==> config.mk <==
export PLATFORM = sky130hd
export DESIGN_NAME = gcd_engine
export DESIGN_NICKNAME = d
export VERILOG_FILES = /design/src/rtl/gcd_pkg.sv /design/src/rtl/gcd_sub_cmp.sv /design/src/rtl/gcd_engine.sv
export SDC_FILE = /design/constraint.sdc
export NUM_CORES = 1
export LEC_CHECK = 0
export ABC_AREA = 1
export CAP_MARGIN = 10
export CORE_MARGIN = 8
export CORE_UTILIZATION = 58
export DETAILED_ROUTE_END_ITERATION = 8
export PLACE_DENSITY = 0.92
export SLEW_MARGIN = 0
export SYNTH_ARGS = -nofsm -noshare
export SYNTH_HDL_FRONTEND = slang
export SYNTH_SLANG_ARGS = --single-unit
==> constraint.sdc <==
create_clock -name clk -period 2.6 [get_ports clk]
set_input_delay 0.52 -clock clk [delete_from_list [all_inputs] [get_ports clk]]
set_output_delay 0.52 -clock clk [all_outputs]
set_load 0.02 [all_outputs]
==> src/rtl/gcd_pkg.sv <==
// rtl/gcd_pkg.sv - shared FSM state type and default width for the GCD engine
package gcd_pkg;

  localparam int GCD_DEFAULT_WIDTH = 16;

  typedef enum logic [1:0] {
    IDLE = 2'd0,
    CALC = 2'd1,
    DONE = 2'd2
  } gcd_state_t;

endpackage

==> src/rtl/gcd_sub_cmp.sv <==
// rtl/gcd_sub_cmp.sv - unsigned magnitude comparator with larger-minus-smaller subtractor
module gcd_sub_cmp
  import gcd_pkg::*;
#(
  parameter int WIDTH = GCD_DEFAULT_WIDTH
) (
  input  logic [WIDTH-1:0] a,
  input  logic [WIDTH-1:0] b,
  output logic             gt,
  output logic             lt,
  output logic             eq,
  output logic [WIDTH-1:0] diff
);

  always_comb begin
    gt   = (a > b);
    lt   = (a < b);
    eq   = (a == b);
    // Always subtract the smaller from the larger so the result never wraps.
    diff = gt ? (a - b) : (b - a);
  end

endmodule

==> src/rtl/gcd_engine.sv <==
// rtl/gcd_engine.sv - subtractive GCD engine with valid/ready handshakes; GCD_ITER_CNT_EN adds iter_cnt
module gcd_engine
  import gcd_pkg::*;
#(
  parameter int WIDTH = GCD_DEFAULT_WIDTH
) (
  input  logic             clk,
  input  logic             rst_n,
  input  logic             in_valid,
  output logic             in_ready,
  input  logic [WIDTH-1:0] a_in,
  input  logic [WIDTH-1:0] b_in,
  output logic             out_valid,
  input  logic             out_ready,
  output logic [WIDTH-1:0] gcd_out,
  output logic             zero_flag,
  output logic             busy
`ifdef GCD_ITER_CNT_EN
  ,
  output logic [WIDTH-1:0] iter_cnt
`endif
);

  gcd_state_t state_q, state_d;
  logic [WIDTH-1:0] a_q, a_d;
  logic [WIDTH-1:0] b_q, b_d;
  logic [WIDTH-1:0] gcd_q, gcd_d;
  logic             zero_q, zero_d;
  logic             gt, lt, eq;
  logic [WIDTH-1:0] diff;

  gcd_sub_cmp #(.WIDTH(WIDTH)) u_sub_cmp (
    .a    (a_q),
    .b    (b_q),
    .gt   (gt),
    .lt   (lt),
    .eq   (eq),
    .diff (diff)
  );

`ifdef GCD_ITER_CNT_EN
  logic [WIDTH-1:0] cnt_q, cnt_d;
`endif

  always_comb begin
    state_d = state_q;
    a_d     = a_q;
    b_d     = b_q;
    gcd_d   = gcd_q;
    zero_d  = zero_q;
`ifdef GCD_ITER_CNT_EN
    cnt_d   = cnt_q;
`endif
    unique case (state_q)
      IDLE: begin
        if (in_valid) begin
          a_d = a_in;
          b_d = b_in;
`ifdef GCD_ITER_CNT_EN
          cnt_d = '0;
`endif
          if ((a_in == '0) || (b_in == '0)) begin
            // With one operand zero the OR is the other operand; both zero gives zero.
            gcd_d   = a_in | b_in;
            zero_d  = (a_in == '0) && (b_in == '0);
            state_d = DONE;
          end else begin
            state_d = CALC;
          end
        end
      end
      CALC: begin
        if (gt) begin
          a_d = diff;
        end else if (lt) begin
          b_d = diff;
        end
`ifdef GCD_ITER_CNT_EN
        if (!eq && (cnt_q != '1)) begin
          cnt_d = cnt_q + WIDTH'(1);
        end
`endif
        if (eq) begin
          gcd_d   = a_q;
          zero_d  = 1'b0;
          state_d = DONE;
        end
      end
      DONE: begin
        if (out_ready) begin
          state_d = IDLE;
        end
      end
      default: state_d = IDLE;
    endcase
  end

  always_ff @(posedge clk or negedge rst_n) begin
    if (!rst_n) begin
      state_q <= IDLE;
      a_q     <= '0;
      b_q     <= '0;
      gcd_q   <= '0;
      zero_q  <= 1'b0;
    end else begin
      state_q <= state_d;
      a_q     <= a_d;
      b_q     <= b_d;
      gcd_q   <= gcd_d;
      zero_q  <= zero_d;
    end
  end

`ifdef GCD_ITER_CNT_EN
  always_ff @(posedge clk or negedge rst_n) begin
    if (!rst_n) begin
      cnt_q <= '0;
    end else begin
      cnt_q <= cnt_d;
    end
  end

  assign iter_cnt = cnt_q;
`endif

  assign in_ready  = (state_q == IDLE);
  assign out_valid = (state_q == DONE);
  assign busy      = (state_q == CALC) || (state_q == DONE);
  assign gcd_out   = gcd_q;
  assign zero_flag = zero_q;

endmodule
==> results.txt <==
Status -> finished clean
Root buffer cell -> clkbuf_8
DIE HEIGHT -> 107 um
Max_cap viols -> 0
Final hold violations -> 0
Syn Area/Cell -> 6.35 um2
Top cells by area, synth -> dfrtp_1 (26%), nand2_1 (18%), inv_1 (10%), ha_1 (8.8%), nand3_1 (7.8%)
DR DRC count -> 0
Most frequent cells in the layout -> nand2_1 (231), inv_1 (130), nand3_1 (75)
Leading cell type in the layout, fill and taps excluded -> nand2_1
Share of layout cells above drive strength 1 -> 8.95%
Fillers -> 696
FF/Latch Area -> 0.00128 mm2
Total CTS buffers -> 5
Global route overflow -> 0
Clock Tree Buf Depth -> 2
HP Class -> in2async
Post-route minimum period -> 2500 ps
Syn Inst Count -> 764
GRT Total Usage -> 26.5%
# port buffers -> 55
Syn Std Cell Area -> 0.00485 mm2
Final setup vio count -> 0
Startpoint types -> input pin
Die Area -> 0.0115 mm2
Skew final -> 13.6 ps
H-tree depth -> 2
Synth Net Count -> 836
Largest net degree at the start of global routing -> 52
WL/cell -> 16.2 um
Io pins -> 56
Pre-CTS setup slack -> -69.0 ps
Synth Warn # -> 0
Vias -> 5192
Post-synthesis sequential area ratio -> 26.3%
Worst Setup End Kind -> register
Yosys cell types -> 36
Flops & latches, synth -> 51
Clk sinks -> 51
Routability cong. -> 1.01
Routed Antenna Nets -> 0
Layout Utilization -> 69.6%
DRT Wirelength -> 15.1 mm
Worst Slack Setup Final -> 104 ps
Final slew viol count -> 0
Core region area -> 0.00818 mm2
Synth top area share -> 26.3%
Drt initial violations -> 383
Relative slew slack -> 50.5%
CTS tree -> built
Slew of the pin with the lowest slew margin -> 735 ps
Max Fclk -> 401 MHz
Yosys top cell by area -> dfrtp_1
Kind of critical path -> in2reg
N_diodes -> 0
Critical Path RT -> 2790 ps
WP data arrival -> 2690 ps
CP max FO -> 17
Cell row count -> 33
Worst-Skew Late Latency -> 310 ps
Vias per cell -> 5.57
Die W -> 107 um
WHS -> 312 ps
Initial Utilization -> 59.4%
Hold-fix buffers at CTS -> 0
Clock-pin slew on the worst setup and hold paths -> 100 ps
Drt first pass iters -> 7
Area added between synthesis and finish -> 17.2%
Multi-input gate area -> 0.00296 mm2
Fin crit share -> 96.0%
Initial antenna violation count -> 0
Vias in the first global route -> 5234
Final #Nets -> 898
First-pass GRT wire length -> 24.8 mm
Post-DP HPWL -> 12.2 mm
-- synth_stat cells, drive strengths merged --
cell	number
a21oi	52
a22oi	1
and2	4
buf	14
clkbuf	5
clkinv	1
dfrtp	51
fa	2
ha	34
inv	133
nand2	243
nand3	76
nand4	15
nor2	82
nor4	8
o211ai	4
o21ai	28
o21bai	1
or2	1
xnor2	2
xor2	7
-- cell families after synthesis --
family,synth area share [%]
adder cells (fa/ha/maj),9.59
AND/OR/NAND/NOR,38.6
buffers and inverters,13.4
XOR/XNOR,1.62
flip-flops,26.3
AO/OA/AOI/OAI,10.5
-- worst max-delay path, stage by stage --
cell	delay [ps]
clkdlybuf4s50_1	440
nor4_1	680
nand4_1	280
nand2_1	180
nand2_1	70
nand2_1	150
nand2_4	160
nand2_1	120
nand2_1	80
-- cell type report --
class                   count  area share (%)
inverters                 134            9.11
well taps                 105            2.31
clock buffers               6            1.28
clock inverters             2           0.220
flip-flops and latches     51            22.4
repair buffers             74            12.5
multi-input cells         560            52.1
-- path summary, 6_finish.rpt --
| check | start | end | slack (ps) | depth (start not counted) |
|---|---|---|---|---|
| max | a_in[14] | gcd_out[3]$_DFFE_PN0P_ | 100 | 9 |
| max reg2reg | a_q[0]$_DFFE_PN0P_ | b_q[3]$_DFFE_PN0P_ | 110 | 14 |
| min in group clk | zero_flag$_DFFE_PN0P_ | zero_flag$_DFFE_PN0P_ | 480 | 2 |
| min reg2reg | zero_flag$_DFFE_PN0P_ | zero_flag$_DFFE_PN0P_ | 480 | 2 |
| max in group asynchronous | rst_n | b_q[3]$_DFFE_PN0P_ | 1850 | 2 |
| min | rst_n | gcd_out[10]$_DFFE_PN0P_ | 310 | 2 |
-- per-stage QoR --
| step | setup TNS, ps | instance area, um2 | instances |
|---|---|---|---|
| after floorplan | 0 | 4850 | 764 |
| after global placement | 0 | 5510 | 920 |
| after detailed placement | -374 | 5510 | 920 |
| after CTS | 0 | 5600 | 928 |
| after global routing | -1.42 | 5690 | 932 |
| final | 0 | 5690 | 932 |
-- registers in the layout (all words and copies together), names as in the netlist --
signal / cells
gcd_out: 16
a_q: 16
b_q: 16
zero_flag: 1
state_q: 2
-- repair_timing --
| item | CTS | global route |
|---|---|---|
| buffers inserted | 0 | 4 |
| endpoints found under the setup margin | 11 | 47 |
| pin swaps | 0 | 1 |
| gates resized for setup | 1 | 11 |
-- per-layer routing --
layer | global-route usage, % | share of wire [%] | routed length [um]
met1 | 31.4 | 40 | 6050
met5 | 0 | 0 | 0
met2 | 45.9 | 50 | 7580
met3 | 4.49 | 6.1 | 918
met4 | 12.3 | 3.9 | 595
Power is left out: the tool's default activity adds up to more than one toggle a clock period on the data nets, which glitch-free logic cannot reach.
